**config.mk**
```make
export PLATFORM = sky130hd
export DESIGN_NAME = pipe_stage_buffer
export DESIGN_NICKNAME = d
export VERILOG_FILES = /design/src/rtl/pipe_stage_buffer_pkg.sv /design/src/rtl/pipe_entry_reg.sv /design/src/rtl/pipe_stage_buffer.sv
export SDC_FILE = /design/constraint.sdc
export NUM_CORES = 1
export LEC_CHECK = 0
export ABC_CLOCK_PERIOD_IN_PS = 5050
export CAP_MARGIN = 20
export CORE_MARGIN = 4
export CORE_UTILIZATION = 54
export DETAILED_ROUTE_END_ITERATION = 10
export GPL_TIMING_DRIVEN = 0
export PLACE_DENSITY = 0.86
export SYNTH_ARGS = -nofsm -noshare
export SYNTH_HDL_FRONTEND = slang
export SYNTH_SLANG_ARGS = --single-unit
```
**constraint.sdc**
```tcl
create_clock -name clk -period 5.05 [get_ports clk]
set_input_delay 0.7575 -clock clk [delete_from_list [all_inputs] [get_ports clk]]
set_output_delay 0.7575 -clock clk [all_outputs]
set_load 0.02 [all_outputs]
```
**src/rtl/pipe_stage_buffer_pkg.sv**
```systemverilog
// Shared pipeline-register definitions: bubble encoding, occupancy states and
// per-stage default payload widths.
package pipe_stage_buffer_pkg;

    localparam int DEF_DATA_W = 32;
    localparam int DEF_CTRL_W = 16;

    localparam int IFID_DATA_W  = 64;
    localparam int IFID_CTRL_W  = 8;
    localparam int IDEX_DATA_W  = 128;
    localparam int IDEX_CTRL_W  = 24;
    localparam int EXMEM_DATA_W = 96;
    localparam int EXMEM_CTRL_W = 16;
    localparam int MEMWB_DATA_W = 64;
    localparam int MEMWB_CTRL_W = 8;

    // All-zero control word: no register-file, memory or flag write can fire.
    localparam logic [DEF_CTRL_W-1:0] CTRL_BUBBLE = '0;

    typedef enum logic [1:0] {
        ST_EMPTY = 2'd0,
        ST_ONE   = 2'd1,
        ST_TWO   = 2'd2
    } occ_state_e;

    // State encodings equal the entry count, so occupancy is the raw code.
    function automatic logic [1:0] occ_of(input occ_state_e s);
        return s;
    endfunction

endpackage

```
**src/rtl/pipe_entry_reg.sv**
```systemverilog
// One pipeline entry: data+control payload register with write-enable,
// cleared by the asynchronous active-low reset.
module pipe_entry_reg #(
    parameter int W = 48
) (
    input  logic         clk,
    input  logic         rst_n,
    input  logic         i_we,
    input  logic [W-1:0] i_d,
    output logic [W-1:0] o_q
);

    logic [W-1:0] r_q;

    always_ff @(posedge clk or negedge rst_n) begin
        if (!rst_n) begin
            r_q <= '0;
        end else if (i_we) begin
            r_q <= i_d;
        end
    end

    assign o_q = r_q;

endmodule

```
**src/rtl/pipe_stage_buffer.sv**
```systemverilog
// Inter-stage pipeline register with valid/ready handshake, synchronous flush
// and an optional two-entry skid buffer; control is forced to a bubble when empty.
//
//   state    | meaning
//   ---------+-----------------------------------------------
//   ST_EMPTY | nothing held, out_valid low, out_ctrl bubble
//   ST_ONE   | main entry valid
//   ST_TWO   | main (older) and skid (younger) valid, in_ready low
module pipe_stage_buffer
    import pipe_stage_buffer_pkg::*;
#(
    parameter int DATA_W  = DEF_DATA_W,
    parameter int CTRL_W  = DEF_CTRL_W,
    parameter bit SKID_EN = 1'b1
) (
    input  logic              clk,
    input  logic              rst_n,
    input  logic              i_flush,
    input  logic              i_in_valid,
    output logic              o_in_ready,
    input  logic [DATA_W-1:0] i_in_data,
    input  logic [CTRL_W-1:0] i_in_ctrl,
    output logic              o_out_valid,
    input  logic              i_out_ready,
    output logic [DATA_W-1:0] o_out_data,
    output logic [CTRL_W-1:0] o_out_ctrl,
    output logic [1:0]        o_occupancy
);

    localparam int ENT_W = DATA_W + CTRL_W;

    occ_state_e       r_state;
    occ_state_e       w_state_nxt;
    logic             w_accept;
    logic             w_drain;
    logic             w_main_we;
    logic             w_main_from_skid;
    logic [ENT_W-1:0] w_in_payload;
    logic [ENT_W-1:0] w_main_d;
    logic [ENT_W-1:0] w_main_q;
    logic [ENT_W-1:0] w_skid_q;

    assign w_in_payload = {i_in_data, i_in_ctrl};
    assign o_out_valid  = (r_state != ST_EMPTY);
    assign w_accept     = i_in_valid & o_in_ready;
    assign w_drain      = o_out_valid & i_out_ready;

    always_ff @(posedge clk or negedge rst_n) begin
        if (!rst_n) begin
            r_state <= ST_EMPTY;
        end else begin
            r_state <= w_state_nxt;
        end
    end

    // Flush only moves the state; payloads left behind are unreachable.
    always_comb begin
        w_state_nxt      = r_state;
        w_main_we        = 1'b0;
        w_main_from_skid = 1'b0;
        if (i_flush) begin
            w_state_nxt = ST_EMPTY;
        end else begin
            case (r_state)
                ST_EMPTY: begin
                    if (w_accept) begin
                        w_state_nxt = ST_ONE;
                        w_main_we   = 1'b1;
                    end
                end
                ST_ONE: begin
                    if (w_accept && w_drain) begin
                        w_main_we = 1'b1;
                    end else if (w_accept) begin
                        w_state_nxt = ST_TWO;
                    end else if (w_drain) begin
                        w_state_nxt = ST_EMPTY;
                    end
                end
                ST_TWO: begin
                    if (w_drain) begin
                        w_state_nxt      = ST_ONE;
                        w_main_we        = 1'b1;
                        w_main_from_skid = 1'b1;
                    end
                end
                default: begin
                    w_state_nxt = ST_EMPTY;
                end
            endcase
        end
    end

    assign w_main_d = w_main_from_skid ? w_skid_q : w_in_payload;

    pipe_entry_reg #(.W(ENT_W)) u_main (
        .clk   (clk),
        .rst_n (rst_n),
        .i_we  (w_main_we),
        .i_d   (w_main_d),
        .o_q   (w_main_q)
    );

    generate
        if (SKID_EN) begin : g_skid
            logic r_in_ready;
            logic w_skid_we;

            // Registered ready breaks the combinational path from downstream ready.
            always_ff @(posedge clk or negedge rst_n) begin
                if (!rst_n) begin
                    r_in_ready <= 1'b1;
                end else begin
                    r_in_ready <= (w_state_nxt != ST_TWO);
                end
            end

            assign o_in_ready = r_in_ready & ~i_flush;
            assign w_skid_we  = (r_state == ST_ONE) & w_accept & ~w_drain;

            pipe_entry_reg #(.W(ENT_W)) u_skid (
                .clk   (clk),
                .rst_n (rst_n),
                .i_we  (w_skid_we),
                .i_d   (w_in_payload),
                .o_q   (w_skid_q)
            );
        end else begin : g_no_skid
            assign o_in_ready = (~o_out_valid | i_out_ready) & ~i_flush;
            assign w_skid_q   = '0;
        end
    endgenerate

    assign o_out_data  = w_main_q[ENT_W-1:CTRL_W];
    assign o_out_ctrl  = o_out_valid ? w_main_q[CTRL_W-1:0] : CTRL_W'(CTRL_BUBBLE);
    assign o_occupancy = occ_of(r_state);

endmodule

```
==> results.md <==
* Outcome: finished clean
* Die area at 9770 um2
* Final #Nets at 601
* Cells after Synth at 432
* Yosys warns at 0
* Internal at 0.00152 W
* Synthesized area per cell at 10.3 um2
* Top post-synthesis cells by area: dfrtp_1, mux2_2, nand2_1, a31oi_1, buf_4
* Effective utilization at floorplan at 56.5%
* PortBufs at approximately 100
* Post-synthesis net count at slightly below 500
* Power Density at 372 nW/um2
* Post-synth EDFFs at 0
* Clk pwr share at 21.4%
* First-pass GRT wire length at about 17 mm
* Cell with the most instances after synthesis: dfrtp_1
* Routed wire per std cell at 15.8 um
* Core Area at 7890 um2
* RSZ-0062 raised after global routing: false
* Sequential group share of total power at 50.1%
* Vias in the first global route at ~3500
* WP data required at 4290 ps
* Pins Over Slew Limit at 0
* Synth top cells by count: dfrtp_1, nand2_1, nor2_1
* Combinational power share at roughly 28%
* Worst-Margin Slew at 537 ps
* Worst-path maximum fanout at 10
* Worst vdd ir at ~210 uV
* Post-route DRC at 0
* Final setup viols at 0
* CTS tree: yes
* DP Wirelength at approximately 7.4 mm
* Fin crit period at approximately 3300 ps
* Post-Synth Simple-Gate Area at 15.9%
* Max-slew headroom at 64.1%
* Clock Tree Buf Depth at 2
* Synth Area in Adders at 0%
* Main combinational cell family by area after synthesis: simple AND/OR/NAND/NOR gates
* Reg2reg path depth at 5
* Crit end category: output pin
* # IOs at 105
* Xor/xnor share of the synthesized area at 0.197%
* Vias at 3500
* M1 GR Usage at 27.5%
* Psw at 0.000642 W
* Register area share after synthesis at 55.6%
* Die Y at 98.8 um
* Synth top area share at 55.0%
* CTS sink cnt at 99
* #FFs+latches synth at 99
* Post-CTS Setup Bufs at 0
* Synth cell types at 21
* Final period util at 65.4%
* Placed Cells at 639
* Area Growth Syn to Fin at 30.6%
* Primary FF master, synth: dfrtp_1
* Ratio of cells with drive above 1 in the final layout at 21.0%
* RePlAce Congestion at 0.751
* CP Depth at 5
* Worst hold path class: input port to asynchronous set/reset pin
* ANT cells at 0
* Drt total wl at 10.4 mm
* Clock latency on the worst-skew pair at 360 ps
* Switching part of the total at 29.7%
* Crit path kind: flop to output pin
* Global routing usage on met3 at 4.53%
* Largest area contributor in the netlist: dfrtp_1
* Num CTS Buffers at 9
* Startpoint types: flop
* Gr busiest metal: met2
* CTS Hold Bufs at 0
* Final core occ at 73.8%
* Vias per Instance at 5.34
* Clock skew at approximately 10 ps
* Crit path DAT at 2540 ps
* Crit path buf inv count at 3
* Final count of hold timing violations at 0
* Drt pass-1 iters at 4
* Leak Pwr at 2.55 nW
* Root buf cell: clkbuf_8
* Max capacitance violation total at 0
* FMAX at around 300 MHz
* Die width at just under 100 um
* Final Non-Filler Cells at 655
* CP max stage cell: clkdlybuf4s50_1
* Worst path max stage delay at between 500 and 600 ps
* PostCTS Resize Cnt at 0
* Family with the most delay on the worst path: buffers and inverters
* Mux cell area share after synthesis at 12.4%
* ANT nets after route at 0
* Global Route Usage Sum at 21.5%
* GR Util met2 at a little over a third
* Initial antenna violation count at 0
* GRT overflow at 0
* Post-synthesis async set-or-reset flop share at 100%
* Initial DRC count at roughly 140
* Largest net degree at the start of global routing at 65
* Clk slew on worst S/H paths at around 90 ps
* H-Tree Depth at 3
* Mapped Area at 4460 um2
* Synth Area in Compound Gates at 7.52%
* Cell Rows at 32
* Crit path cell chain: clkbuf_2, nor2_1, clkbuf_1, nor2b_1, clkdlybuf4s50_1
## power by group through the flow
stage,combinational [W],clock [W],sequential [W]
after detailed placement,0.000624,0,0.00110
after CTS,0.000626,0.000464,0.00108
after global routing,0.000670,0.000497,0.00111
final,0.000618,0.000463,0.00108
after global placement,0.000602,0,0.00108
after floorplan,0.000384,0,0.00107
## through the flow
step | total power, W | cell area [um2] | worst slack [ps] | hold slack [ps] | setup TNS (ps)
after floorplan | 0.00145 | 4460 | 2880 | 462 | 0
after global placement | 0.00169 | 5630 | -350 | 486 | -33730
after detailed placement | 0.00172 | 5650 | 2130 | 494 | 0
after CTS | 0.00217 | 5820 | 1720 | 361 | 0
after global routing | 0.00227 | 5820 | 1560 | 380 | 0
final | 0.00217 | 5820 | 1750 | 353 | 0
## cell families after synthesis
kind of cell           after synthesis
flip-flops                          99
AND/OR/NAND/NOR                    173
buffers and inverters               60
XOR/XNOR                             1
AO/OA/AOI/OAI                       50
multiplexers                        49
## placed cells by master (no fill, tap or decap), types with 11 or more instances in the layout
cell type / instances
dfrtp_1: 98
clkdlybuf4s50_1: 103
nor2b_1: 18
mux2_2: 48
nor2_1: 53
buf_4: 35
buf_2: 15
a31oi_1: 48
clkbuf_1: 11
nand2_1: 97
## layer usage
layer	wire, um	vias to the layer above	part of all wire (%)
li1	-	1639	-
met1	4490	1743	43
met2	5110	107	49
met3	652	11	6.3
met4	122	0	1.2
met5	0	-	0
## flip-flops by register name, summed over array words and instances (netlist names)
register and flops:
o_occupancy 2, g_skid.r_in_ready 1, g_skid.u_skid.o_q 48, u_main.o_q 48
## path summary, 6_finish.rpt
path | end | slack [ps] | from
max | o_out_ctrl[13] | 1750 | o_occupancy[1]
min | u_main.o_q[34] | 350 | rst_n
max reg2reg | u_main.o_q[16] | 3030 | g_skid.r_in_ready
min reg2reg | g_skid.u_skid.o_q[22] | 510 | g_skid.u_skid.o_q[22]
max in group asynchronous | g_skid.r_in_ready | 3980 | rst_n
min in group clk | g_skid.u_skid.o_q[22] | 510 | g_skid.u_skid.o_q[22]
## worst reg2reg max path, delay by kind of cell, from the launching register on
family / cells / cell delay, ps
AOI/OAI and AO/OA: 2 / 620
buffers and inverters: 2 / 600
DFF: 1 / 540
and+or+nand+nor: 1 / 140
## area by class of cell
class | instances | area (um2)
tap | 102 | 128
inverter | 1 | 3.75
multi-input combinational | 273 | 1610
buffer | 59 | 369
fill | 578 | 2070
timing repair buffer | 105 | 1070
clock inverter | 5 | 38.8
clock buffer | 11 | 131
sequential | 99 | 2480
Power figures use the tool's default switching activity.
